===== config.mk =====
export PLATFORM = sky130hd
export DESIGN_NAME = apb_req_master_flat
export DESIGN_NICKNAME = d
export VERILOG_FILES = /design/src/rtl/apb_req_master_pkg.sv /design/src/rtl/apb_req_master_if.sv /design/src/rtl/apb_tmo_cnt.sv /design/src/rtl/apb_req_master.sv /design/src/flat_wrapper.sv
export SDC_FILE = /design/constraint.sdc
export NUM_CORES = 1
export LEC_CHECK = 0
export ABC_CLOCK_PERIOD_IN_PS = 2480
export CAP_MARGIN = 10
export CORE_MARGIN = 10
export CORE_UTILIZATION = 35
export DETAILED_ROUTE_END_ITERATION = 6
export PLACE_DENSITY_LB_ADDON = 0.25
export SLEW_MARGIN = 40
export SYNTH_ARGS = -nofsm -noshare
export SYNTH_HDL_FRONTEND = slang
export SYNTH_HIERARCHICAL = 1
export SYNTH_SLANG_ARGS = --single-unit

===== constraint.sdc =====
create_clock -name pclk -period 2.48 [get_ports pclk]
set_clock_uncertainty 0.05 [all_clocks]
set_input_delay 0.372 -clock pclk [delete_from_list [all_inputs] [get_ports pclk]]
set_output_delay 0.372 -clock pclk [all_outputs]
set_load 0.1 [all_outputs]

===== src/rtl/apb_req_master_pkg.sv =====
// rtl/apb_req_master_pkg.sv - shared state encoding and parameter defaults for apb_req_master
package apb_req_master_pkg;

  typedef enum logic [1:0] {
    ST_IDLE   = 2'd0,
    ST_SETUP  = 2'd1,
    ST_ACCESS = 2'd2,
    ST_RESP   = 2'd3
  } state_e;

  localparam int ADDR_W_DEFAULT  = 32;
  localparam int DATA_W_DEFAULT  = 32;
  localparam int TIMEOUT_DEFAULT = 255;

  // psel is asserted for the whole SETUP+ACCESS window
  function automatic logic on_bus(state_e s);
    return (s == ST_SETUP) || (s == ST_ACCESS);
  endfunction

endpackage


===== src/rtl/apb_req_master_if.sv =====
// rtl/apb_req_master_if.sv - request/response streams plus APB bus seen by apb_req_master
interface apb_req_master_if
  import apb_req_master_pkg::*;
#(
  parameter int ADDR_W = ADDR_W_DEFAULT,
  parameter int DATA_W = DATA_W_DEFAULT
) ();
  localparam int STRB_W = DATA_W / 8;

  logic              req_valid;
  logic              req_ready;
  logic [ADDR_W-1:0] req_addr;
  logic              req_write;
  logic [DATA_W-1:0] req_wdata;
  logic [STRB_W-1:0] req_wstrb;

  logic              resp_valid;
  logic              resp_ready;
  logic [DATA_W-1:0] resp_rdata;
  logic              resp_err;
  logic              resp_tmo;

  logic [ADDR_W-1:0] paddr;
  logic              pwrite;
  logic [DATA_W-1:0] pwdata;
  logic [STRB_W-1:0] pstrb;
  logic              psel;
  logic              penable;
  logic              pready;
  logic              pslverr;
  logic [DATA_W-1:0] prdata;

  modport master (
    input  req_valid, req_addr, req_write, req_wdata, req_wstrb, resp_ready,
           pready, pslverr, prdata,
    output req_ready, resp_valid, resp_rdata, resp_err, resp_tmo,
           paddr, pwrite, pwdata, pstrb, psel, penable
  );

  modport slave (
    output req_valid, req_addr, req_write, req_wdata, req_wstrb, resp_ready,
           pready, pslverr, prdata,
    input  req_ready, resp_valid, resp_rdata, resp_err, resp_tmo,
           paddr, pwrite, pwdata, pstrb, psel, penable
  );

endinterface


===== src/rtl/apb_tmo_cnt.sv =====
// rtl/apb_tmo_cnt.sv - saturating watchdog counter; hit marks the LIMIT-th enabled cycle
module apb_tmo_cnt #(
  parameter int LIMIT = 255
) (
  input  logic clk,
  input  logic rst_n,
  input  logic clr,
  input  logic en,
  output logic hit
);
  localparam int W = (LIMIT > 0) ? $clog2(LIMIT + 1) : 1;
  localparam logic [W-1:0] LAST = W'((LIMIT > 0) ? LIMIT - 1 : 0);
  localparam logic [W-1:0] MAX  = W'(LIMIT);

  logic [W-1:0] cnt_q, cnt_d;

  always_comb begin
    cnt_d = cnt_q;
    if (clr) begin
      cnt_d = '0;
    end else if (en && (cnt_q != MAX)) begin
      cnt_d = cnt_q + W'(1);
    end
  end

  always_ff @(posedge clk or negedge rst_n) begin
    if (!rst_n) begin
      cnt_q <= '0;
    end else begin
      cnt_q <= cnt_d;
    end
  end

  // cnt_q counts cycles already waited, so the current one is the LIMIT-th at LIMIT-1
  assign hit = en && (LIMIT != 0) && (cnt_q >= LAST);

endmodule


===== src/rtl/apb_req_master.sv =====
// rtl/apb_req_master.sv - APB initiator turning a request stream into SETUP/ACCESS transfers
module apb_req_master
  import apb_req_master_pkg::*;
#(
  parameter int ADDR_W  = ADDR_W_DEFAULT,
  parameter int DATA_W  = DATA_W_DEFAULT,
  parameter int TIMEOUT = TIMEOUT_DEFAULT
) (
  input logic              pclk,
  input logic              presetn,
  apb_req_master_if.master bus
);
  localparam int STRB_W = DATA_W / 8;

  state_e            state_q, state_d;
  logic              req_ready_q, req_ready_d;
  logic [ADDR_W-1:0] paddr_q, paddr_d;
  logic              pwrite_q, pwrite_d;
  logic [DATA_W-1:0] pwdata_q, pwdata_d;
  logic [STRB_W-1:0] pstrb_q, pstrb_d;
  logic              psel_q, psel_d;
  logic              penable_q, penable_d;
  logic              resp_valid_q, resp_valid_d;
  logic [DATA_W-1:0] resp_rdata_q, resp_rdata_d;
  logic              resp_err_q, resp_err_d;
  logic              resp_tmo_q, resp_tmo_d;

  logic accept;
  logic cnt_en;
  logic tmo_hit;

  assign accept = req_ready_q && bus.req_valid;
  assign cnt_en = (state_q == ST_ACCESS) && !bus.pready;

  apb_tmo_cnt #(
    .LIMIT (TIMEOUT)
  ) u_tmo_cnt (
    .clk   (pclk),
    .rst_n (presetn),
    .clr   (accept),
    .en    (cnt_en),
    .hit   (tmo_hit)
  );

  always_ff @(posedge pclk or negedge presetn) begin
    if (!presetn) begin
      state_q      <= ST_IDLE;
      req_ready_q  <= 1'b1;
      paddr_q      <= '0;
      pwrite_q     <= 1'b0;
      pwdata_q     <= '0;
      pstrb_q      <= '0;
      psel_q       <= 1'b0;
      penable_q    <= 1'b0;
      resp_valid_q <= 1'b0;
      resp_rdata_q <= '0;
      resp_err_q   <= 1'b0;
      resp_tmo_q   <= 1'b0;
    end else begin
      state_q      <= state_d;
      req_ready_q  <= req_ready_d;
      paddr_q      <= paddr_d;
      pwrite_q     <= pwrite_d;
      pwdata_q     <= pwdata_d;
      pstrb_q      <= pstrb_d;
      psel_q       <= psel_d;
      penable_q    <= penable_d;
      resp_valid_q <= resp_valid_d;
      resp_rdata_q <= resp_rdata_d;
      resp_err_q   <= resp_err_d;
      resp_tmo_q   <= resp_tmo_d;
    end
  end

  always_comb begin
    state_d = state_q;
    unique case (state_q)
      ST_IDLE:   if (accept) state_d = ST_SETUP;
      ST_SETUP:  state_d = ST_ACCESS;
      ST_ACCESS: if (bus.pready || tmo_hit) state_d = ST_RESP;
      ST_RESP:   if (bus.resp_ready) state_d = ST_IDLE;
      default:   state_d = ST_IDLE;
    endcase
  end

  // Bus controls are decoded from the next state so they only move on FSM edges
  always_comb begin
    req_ready_d  = (state_d == ST_IDLE);
    psel_d       = on_bus(state_d);
    penable_d    = (state_d == ST_ACCESS);
    paddr_d      = paddr_q;
    pwrite_d     = pwrite_q;
    pwdata_d     = pwdata_q;
    pstrb_d      = pstrb_q;
    resp_valid_d = resp_valid_q;
    resp_rdata_d = resp_rdata_q;
    resp_err_d   = resp_err_q;
    resp_tmo_d   = resp_tmo_q;

    if (accept) begin
      paddr_d  = bus.req_addr;
      pwrite_d = bus.req_write;
      pwdata_d = bus.req_wdata;
      pstrb_d  = bus.req_write ? bus.req_wstrb : '0;
    end

    if (state_q == ST_ACCESS) begin
      if (bus.pready) begin
        resp_valid_d = 1'b1;
        resp_rdata_d = pwrite_q ? '0 : bus.prdata;
        resp_err_d   = bus.pslverr;
        resp_tmo_d   = 1'b0;
      end else if (tmo_hit) begin
        resp_valid_d = 1'b1;
        resp_rdata_d = '0;
        resp_err_d   = 1'b1;
        resp_tmo_d   = 1'b1;
      end
    end

    if ((state_q == ST_RESP) && bus.resp_ready) begin
      resp_valid_d = 1'b0;
    end
  end

  assign bus.req_ready  = req_ready_q;
  assign bus.paddr      = paddr_q;
  assign bus.pwrite     = pwrite_q;
  assign bus.pwdata     = pwdata_q;
  assign bus.pstrb      = pstrb_q;
  assign bus.psel       = psel_q;
  assign bus.penable    = penable_q;
  assign bus.resp_valid = resp_valid_q;
  assign bus.resp_rdata = resp_rdata_q;
  assign bus.resp_err   = resp_err_q;
  assign bus.resp_tmo   = resp_tmo_q;

endmodule

===== src/flat_wrapper.sv =====
// flat-port wrapper written by rule: the top's interface ports become plain ports
module apb_req_master_flat import apb_req_master_pkg::*;
#(
  parameter int ADDR_W  = ADDR_W_DEFAULT,
  parameter int DATA_W  = DATA_W_DEFAULT,
  parameter int TIMEOUT = TIMEOUT_DEFAULT
)
  (pclk, presetn, bus_req_valid, bus_req_addr, bus_req_write, bus_req_wdata, bus_req_wstrb, bus_resp_ready, bus_pready, bus_pslverr, bus_prdata, bus_req_ready, bus_resp_valid, bus_resp_rdata, bus_resp_err, bus_resp_tmo, bus_paddr, bus_pwrite, bus_pwdata, bus_pstrb, bus_psel, bus_penable);
  apb_req_master_if #(.ADDR_W(ADDR_W), .DATA_W(DATA_W)) bus_i ();
  input logic pclk;
  input logic presetn;
  input wire logic [$bits(bus_i.req_valid)-1:0] bus_req_valid;
  input wire logic [$bits(bus_i.req_addr)-1:0] bus_req_addr;
  input wire logic [$bits(bus_i.req_write)-1:0] bus_req_write;
  input wire logic [$bits(bus_i.req_wdata)-1:0] bus_req_wdata;
  input wire logic [$bits(bus_i.req_wstrb)-1:0] bus_req_wstrb;
  input wire logic [$bits(bus_i.resp_ready)-1:0] bus_resp_ready;
  input wire logic [$bits(bus_i.pready)-1:0] bus_pready;
  input wire logic [$bits(bus_i.pslverr)-1:0] bus_pslverr;
  input wire logic [$bits(bus_i.prdata)-1:0] bus_prdata;
  output wire logic [$bits(bus_i.req_ready)-1:0] bus_req_ready;
  output wire logic [$bits(bus_i.resp_valid)-1:0] bus_resp_valid;
  output wire logic [$bits(bus_i.resp_rdata)-1:0] bus_resp_rdata;
  output wire logic [$bits(bus_i.resp_err)-1:0] bus_resp_err;
  output wire logic [$bits(bus_i.resp_tmo)-1:0] bus_resp_tmo;
  output wire logic [$bits(bus_i.paddr)-1:0] bus_paddr;
  output wire logic [$bits(bus_i.pwrite)-1:0] bus_pwrite;
  output wire logic [$bits(bus_i.pwdata)-1:0] bus_pwdata;
  output wire logic [$bits(bus_i.pstrb)-1:0] bus_pstrb;
  output wire logic [$bits(bus_i.psel)-1:0] bus_psel;
  output wire logic [$bits(bus_i.penable)-1:0] bus_penable;
  assign bus_i.req_valid = bus_req_valid;
  assign bus_i.req_addr = bus_req_addr;
  assign bus_i.req_write = bus_req_write;
  assign bus_i.req_wdata = bus_req_wdata;
  assign bus_i.req_wstrb = bus_req_wstrb;
  assign bus_i.resp_ready = bus_resp_ready;
  assign bus_i.pready = bus_pready;
  assign bus_i.pslverr = bus_pslverr;
  assign bus_i.prdata = bus_prdata;
  assign bus_req_ready = bus_i.req_ready;
  assign bus_resp_valid = bus_i.resp_valid;
  assign bus_resp_rdata = bus_i.resp_rdata;
  assign bus_resp_err = bus_i.resp_err;
  assign bus_resp_tmo = bus_i.resp_tmo;
  assign bus_paddr = bus_i.paddr;
  assign bus_pwrite = bus_i.pwrite;
  assign bus_pwdata = bus_i.pwdata;
  assign bus_pstrb = bus_i.pstrb;
  assign bus_psel = bus_i.psel;
  assign bus_penable = bus_i.penable;
  apb_req_master #(.ADDR_W(ADDR_W), .DATA_W(DATA_W), .TIMEOUT(TIMEOUT)) u_core (.pclk(pclk), .presetn(presetn), .bus(bus_i));
endmodule

; ---- Word-level counts from Yosys, hierarchy flattened
; Cells that the tools add are included.
[word_totals]
register_bits = 117
output_inout_bits = 107
elab_cells = 53
[classes]
addsub = 1
n_lt_le_gt_ge = 1
eq_ne = 6
mux = 16
reduce_logical = 16
[ops]
columns = cell, count
row1 = 32-bit two-way mux, 3
row2 = 8-bit two-way mux, 2
row3 = "8-bit by 1-bit adder with 8-bit output, second input constant", 1
row4 = "8-bit greater-or-equal comparator, second input constant", 1
row5 = "8-bit inequality test, second input constant", 1
row6 = 2-bit one-hot mux with 4 select lines, 1
row7 = "2-bit equality test, second input constant", 3
row8 = 1-bit two-way mux, 6
row9 = 2-bit two-way mux, 3
row10 = 2-bit nonzero test, 3
row11 = 1-bit logical AND, 5
row12 = "2-bit by 1-bit equality test with 1-bit output, second input constant", 2
row13 = 2-bit zero test, 2
row14 = 4-bit two-way mux, 1
row15 = 2-bit AND reduction, 2
row16 = 3-bit nonzero test, 1
row17 = 1-bit logical OR, 2
row18 = 1-bit zero test, 1

; ---- Longest topological paths before layout
[logic_depth]
depth_word = 8
ltp_mapped = 11
depth_no_buf = 8

; ---- Cells and area by module
; Netlist, hierarchy kept.
[modules_own_cells]
columns = module, instances, cells_each, area_each_um2, seq_area_each_um2
row1 = apb_req_master, 1, 320, 4413.0, 2728.9
row2 = apb_tmo_cnt, 1, 52, 491.7, 200.2

; ---- Worst setup path after synthesis
; No wires, ideal clock.
[synth_timing]
path_kind = register -> register
startpoint = register u_core.state_q[0]
endpoint = register u_core.psel_q, in the netlist u_core/bus.psel
setup_time_ps = 113
arrival_ps = 1917
required_ps = 2317
setup_slack_ps = 400
stages_incl_launch_ff = 12
period_less_slack_ps = 2080
cell_sequence = dfrtp_1 -> nor2b_4 -> nor2b_1 -> buf_2 -> o21ai_0 -> nor3_1 -> o21a_4 -> buf_12 -> buf_12 -> a211oi_1 -> ha_1 -> inv_1
[synth_between]
elab_chain_cells = 8
[synth_lines]
columns = element, line_no
row1 = "start, declared", apb_req_master.sv:15  ; state_e state_q, state_d;
row2 = "start signal, assigned", apb_req_master.sv:60  ; state_q <= state_d;
row3 = 2-bit equality test *, apb_req_master.sv:33  ; assign cnt_en = (state_q == ST_ACCESS) && !bus.pready;
row4 = 1-bit logical AND *, apb_req_master.sv:33
row5 = via u_core.cnt_en, apb_req_master.sv:29  ; logic cnt_en;
row6 = 1-bit logical AND *, apb_tmo_cnt.sv:35  ; assign hit = en && (LIMIT != 0) && (cnt_q >= LAST);
row7 = via u_core.tmo_hit, apb_req_master.sv:30  ; logic tmo_hit;
row8 = 1-bit logical OR *, apb_req_master.sv:80  ; ST_ACCESS: if (bus.pready || tmo_hit) state_d = ST_RESP;
row9 = 2-bit two-way mux *, apb_req_master.sv:80
row10 = 2-bit one-hot mux with 4 select lines *, apb_req_master.sv:77  ; unique case (state_q)
row11 = 2-bit by 1-bit equality test with 1-bit output / 2-bit equality test (equally long branches), apb_req_master_pkg.sv:17  ; return (s == ST_SETUP) || (s == ST_ACCESS);
row12 = 1-bit logical OR *, apb_req_master_pkg.sv:17
row13 = via u_core.psel_d, apb_req_master.sv:21  ; logic psel_q, psel_d;
row14 = "end signal, assigned", apb_req_master.sv:66  ; psel_q <= psel_d;
row15 = "end, declared", apb_req_master.sv:21
; Mark *: on every way through the listed nets, which the timed path passes. The rest lies on a longest branch.
; A chain may end at the register's enable or synchronous reset.

; ---- Final worst setup path
[layout_timing]
startpoint = register u_core.state_q[0]
endpoint = register u_core.resp_rdata_q[12], in the netlist u_core/bus.resp_rdata[12]
[layout_between]
elab_chain_cells = 5
[layout_lines]
columns = element, line_no
row1 = 2-bit equality test, apb_req_master.sv:33
row2 = 1-bit logical AND, apb_req_master.sv:33
row3 = via u_core.cnt_en, apb_req_master.sv:29
row4 = 1-bit logical AND, apb_tmo_cnt.sv:35
row5 = via u_core.tmo_hit, apb_req_master.sv:30
row6 = 2-bit nonzero test (no line), n/a
row7 = 2-bit AND reduction (no line), n/a
row8 = "end signal, assigned", apb_req_master.sv:69  ; resp_rdata_q <= resp_rdata_d;
row9 = "end, declared", apb_req_master.sv:24  ; logic [DATA_W-1:0] resp_rdata_q, resp_rdata_d;
; The timed path passes the listed nets, and every way through them passes these cells.

==> reports/metrics.yaml <==
cp_num_buf_inv: 1
min-delay-start: "u_core/bus.pstrb[3]$_DFFE_PN0P_"
hold_depth: 2
dieWidth_um: 138
muxShareOfSynthArea_pct: 22.5
clk_pin_slew_ps: 50
yosysWarnings: 6
synth_top_family_by_area: "multiplexers"
relSlewSlack_pct: 63.2
drive_gt1_share_pct: 36.5
antenna_found_initial: 0
worstSetupPathType: "register to register"
grt_remaining_overflow: 0
clock.fmax_mhz: 487
critPathSlowestCell: "dfrtp_1"
num_vias: 3590
ys_ff_latch: 117
critPathMaxFanout: 25
grt_max_degree: 74
drtIter0Drc: 89
syn_avg_cell_area_um2: 13.2
cp.depth: 7
synth_edf_count: 0
post-cts-setup-buffer-count: 0
grt_first_pass_wirelength_um: 21600
syn_inst: 372
arrival_ps: 2330
wire_per_inst_um: 16.8
stdcell_area_mm2: 0.00758
diodes: 0
period_share_pct: 82.8
hold_path.class: "register to register"
synth_simple_gate_area_share_pct: 7.37
placed_cell_area_mm2: 0.00694
cp-endpoint: "u_core/bus.resp_rdata[12]$_DFFE_PN0P_"
synth_cell_type_count: 40
synth_compound_area_share_pct: 3.42
synth_seq_area_share_pct: 59.7
postRouteWirelength_um: 13300
clk_latency_ps: 410
viasPerCell: 4.55
firstDrtPassIters: 6
place_hpwl_um: 10100
rows: 43
io_buffers: 213
synth_xor_area_share_pct: 0
outcome: "complete, no violations"
preCtsSetupSlack_ps: 254
end_kind: "register"
root_buffer: "clkbuf_16"
instances_no_fill: 789
crit_start: "u_core/state_q[0]$_DFF_PN0_"
worst-slew-pin-transition_ps: 552
top_level_ports: 214
crit_path_start_kind: "register"
timing.rr.start: "u_core/state_q[0]$_DFF_PN0_"
setup_slack_ps: 426
grt_pass1_vias: 4042
slowest_delay_ps: 430
slew_viol_final: 0
cts_tree: "yes"
dp_cells: 756
syn_nets: 482
syn_area_mm2: 0.00490
synthFlopType: "dfrtp_1"
nNetsFinal: 706
fin_crit_ps: 2050
async_flop_share_pct: 100
path_cells: "nor2b_4 > nor2b_1 > o21ai_0 > nor3_1 > o21a_4 > buf_12 > mux2i_1"
cts-buffers-inserted: 17
clk_path_buf_depth: 2
path_delay_family: "simple AND/OR/NAND/NOR gates"
finalSetupViolations: 0
track_usage_pct: 14.0
timing.setup.tns_ps: 0
reg2reg_depth: 7
drtAntennaViolNets: 0
gp_congestion: 0.777
cts_max_level: 4
area_growth_pct: 54.5
synthAdderAreaFrac_pct: 0.765
ff2ff_setup_slack_ps: 430
reg2reg_to: "u_core/bus.resp_rdata[12]$_DFFE_PN0P_"
worst_ep_required_time_ps: 2750
die_area_mm2: 0.0191
initial_core_util_pct: 35.5
hold_viol: 0
die_h_um: 138
cap_violations: 0
rsz0062_at_grt: "no"
core_mm2: 0.0138
cts.sinks: 117
drc: 0
area by class of cell:
cell class / instances / area [um2]
Timing Repair Buffer: 222 / 1980
Sequential cell: 117 / 2930
Multi-Input combinational cell: 201 / 1670
Tap cell: 180 / 225
Inverter: 37 / 139
Clock buffer: 23 / 478
Clock inverter: 9 / 149
Fill cell: 1189 / 6250
kinds of logic (layout without fill, tap and decap cells):
group / count (synthesis) / after routing
compound gates: 24 / 24
fa+ha+maj: 3 / 3
buf+inv: 54 / 291
flops: 117 / 117
mux: 99 / 99
simple gates: 75 / 75
cells in the mapped netlist (all sizes together), types with 2 or more instances:
cell type  number  area share [%]
nor2b           6            0.92
a211oi          3            0.46
buf            17             3.4
o21ai           7            0.71
nand3           6            0.71
and3            2            0.28
ha              3            0.77
nand2          47             3.8
mux2i          32             6.5
nor3            3            0.31
inv            37             2.8
mux2           67              16
o21a            2            0.46
dfrtp         116              59
a21oi           4            0.41
a31oi           2            0.26
nor2            5            0.38
and4            3            0.56
worst reg2reg max path: cells and delay by family (launching register included):
family,cells,cell delay [ps]
AOI/OAI and AO/OA,2,400
buffers and inverters,1,240
DFF,1,430
muxes,1,240
and+or+nand+nor,3,600
cells in the final DEF (no fill, tap or decap), drive strengths merged:
master and n:
o22a 1, o21ai 7, bufinv 4, a31oi 2, clkdlybuf4s50 105, a311oi 1
nand2 47, a211o 1, and3 2, dfrtp 116, a211oi 3, nor2b 6
mux2i 32, buf 116, a21oi 4, or4 1, a41oi 1, nand2b 1
o211a 1, a21bo 1, nor3 3, and4 3, nor2 5, nand3 6
inv 37, ha 3, dlygate4sd3 1, o21a 2, dfstp 1, clkinv 5
nor4b 1, clkbuf 23, mux2 67
layer usage:
layer	share of wire (%)	up-vias	GRT usage, %
li1	-	1701	-
met5	0	-	0
met1	42	1712	16.1
met2	44	162	20.6
met4	1.3	0	5.33
met3	13	15	9.08
stage by stage:
stage	hold slack (ps)	util, %
detailed placement	370	50.2
finish	438	54.8
global route	456	54.8
global placement	372	50.2
floorplan	26.4	-
CTS	444	54.8
what timing repair did:
item / 4_1_cts / 5_1_grt
hold buffers: 1 / 0
hold endpoints to repair: 72 / 0
gates resized for setup: 0 / 0
worst min path at each step:
stage                                                 end  slack (ps)
detailed placement   u_core/bus.resp_rdata[2]$_DFFE_PN0P_         370
finish                    u_core/bus.pstrb[3]$_DFFE_PN0P_         440
global route        u_core/bus.resp_rdata[20]$_DFFE_PN0P_         460
global placement     u_core/bus.resp_rdata[2]$_DFFE_PN0P_         370
CTS                  u_core/bus.resp_rdata[1]$_DFFE_PN0P_         440
floorplan                 u_core/bus.paddr[0]$_DFFE_PN0P_          30
sequential cells by signal, summed over array words and instances, names as in the netlist, 2 cells and up:
register,cells
u_core/bus.resp_rdata,32
u_core/bus.pwdata,32
u_core/u_tmo_cnt/cnt_q,8
u_core/bus.paddr,32
u_core/bus.pstrb,4
u_core/state_q,2
Power is not shown: default switching activity piles up to over one toggle a cycle in this logic, so the estimate is an artifact.
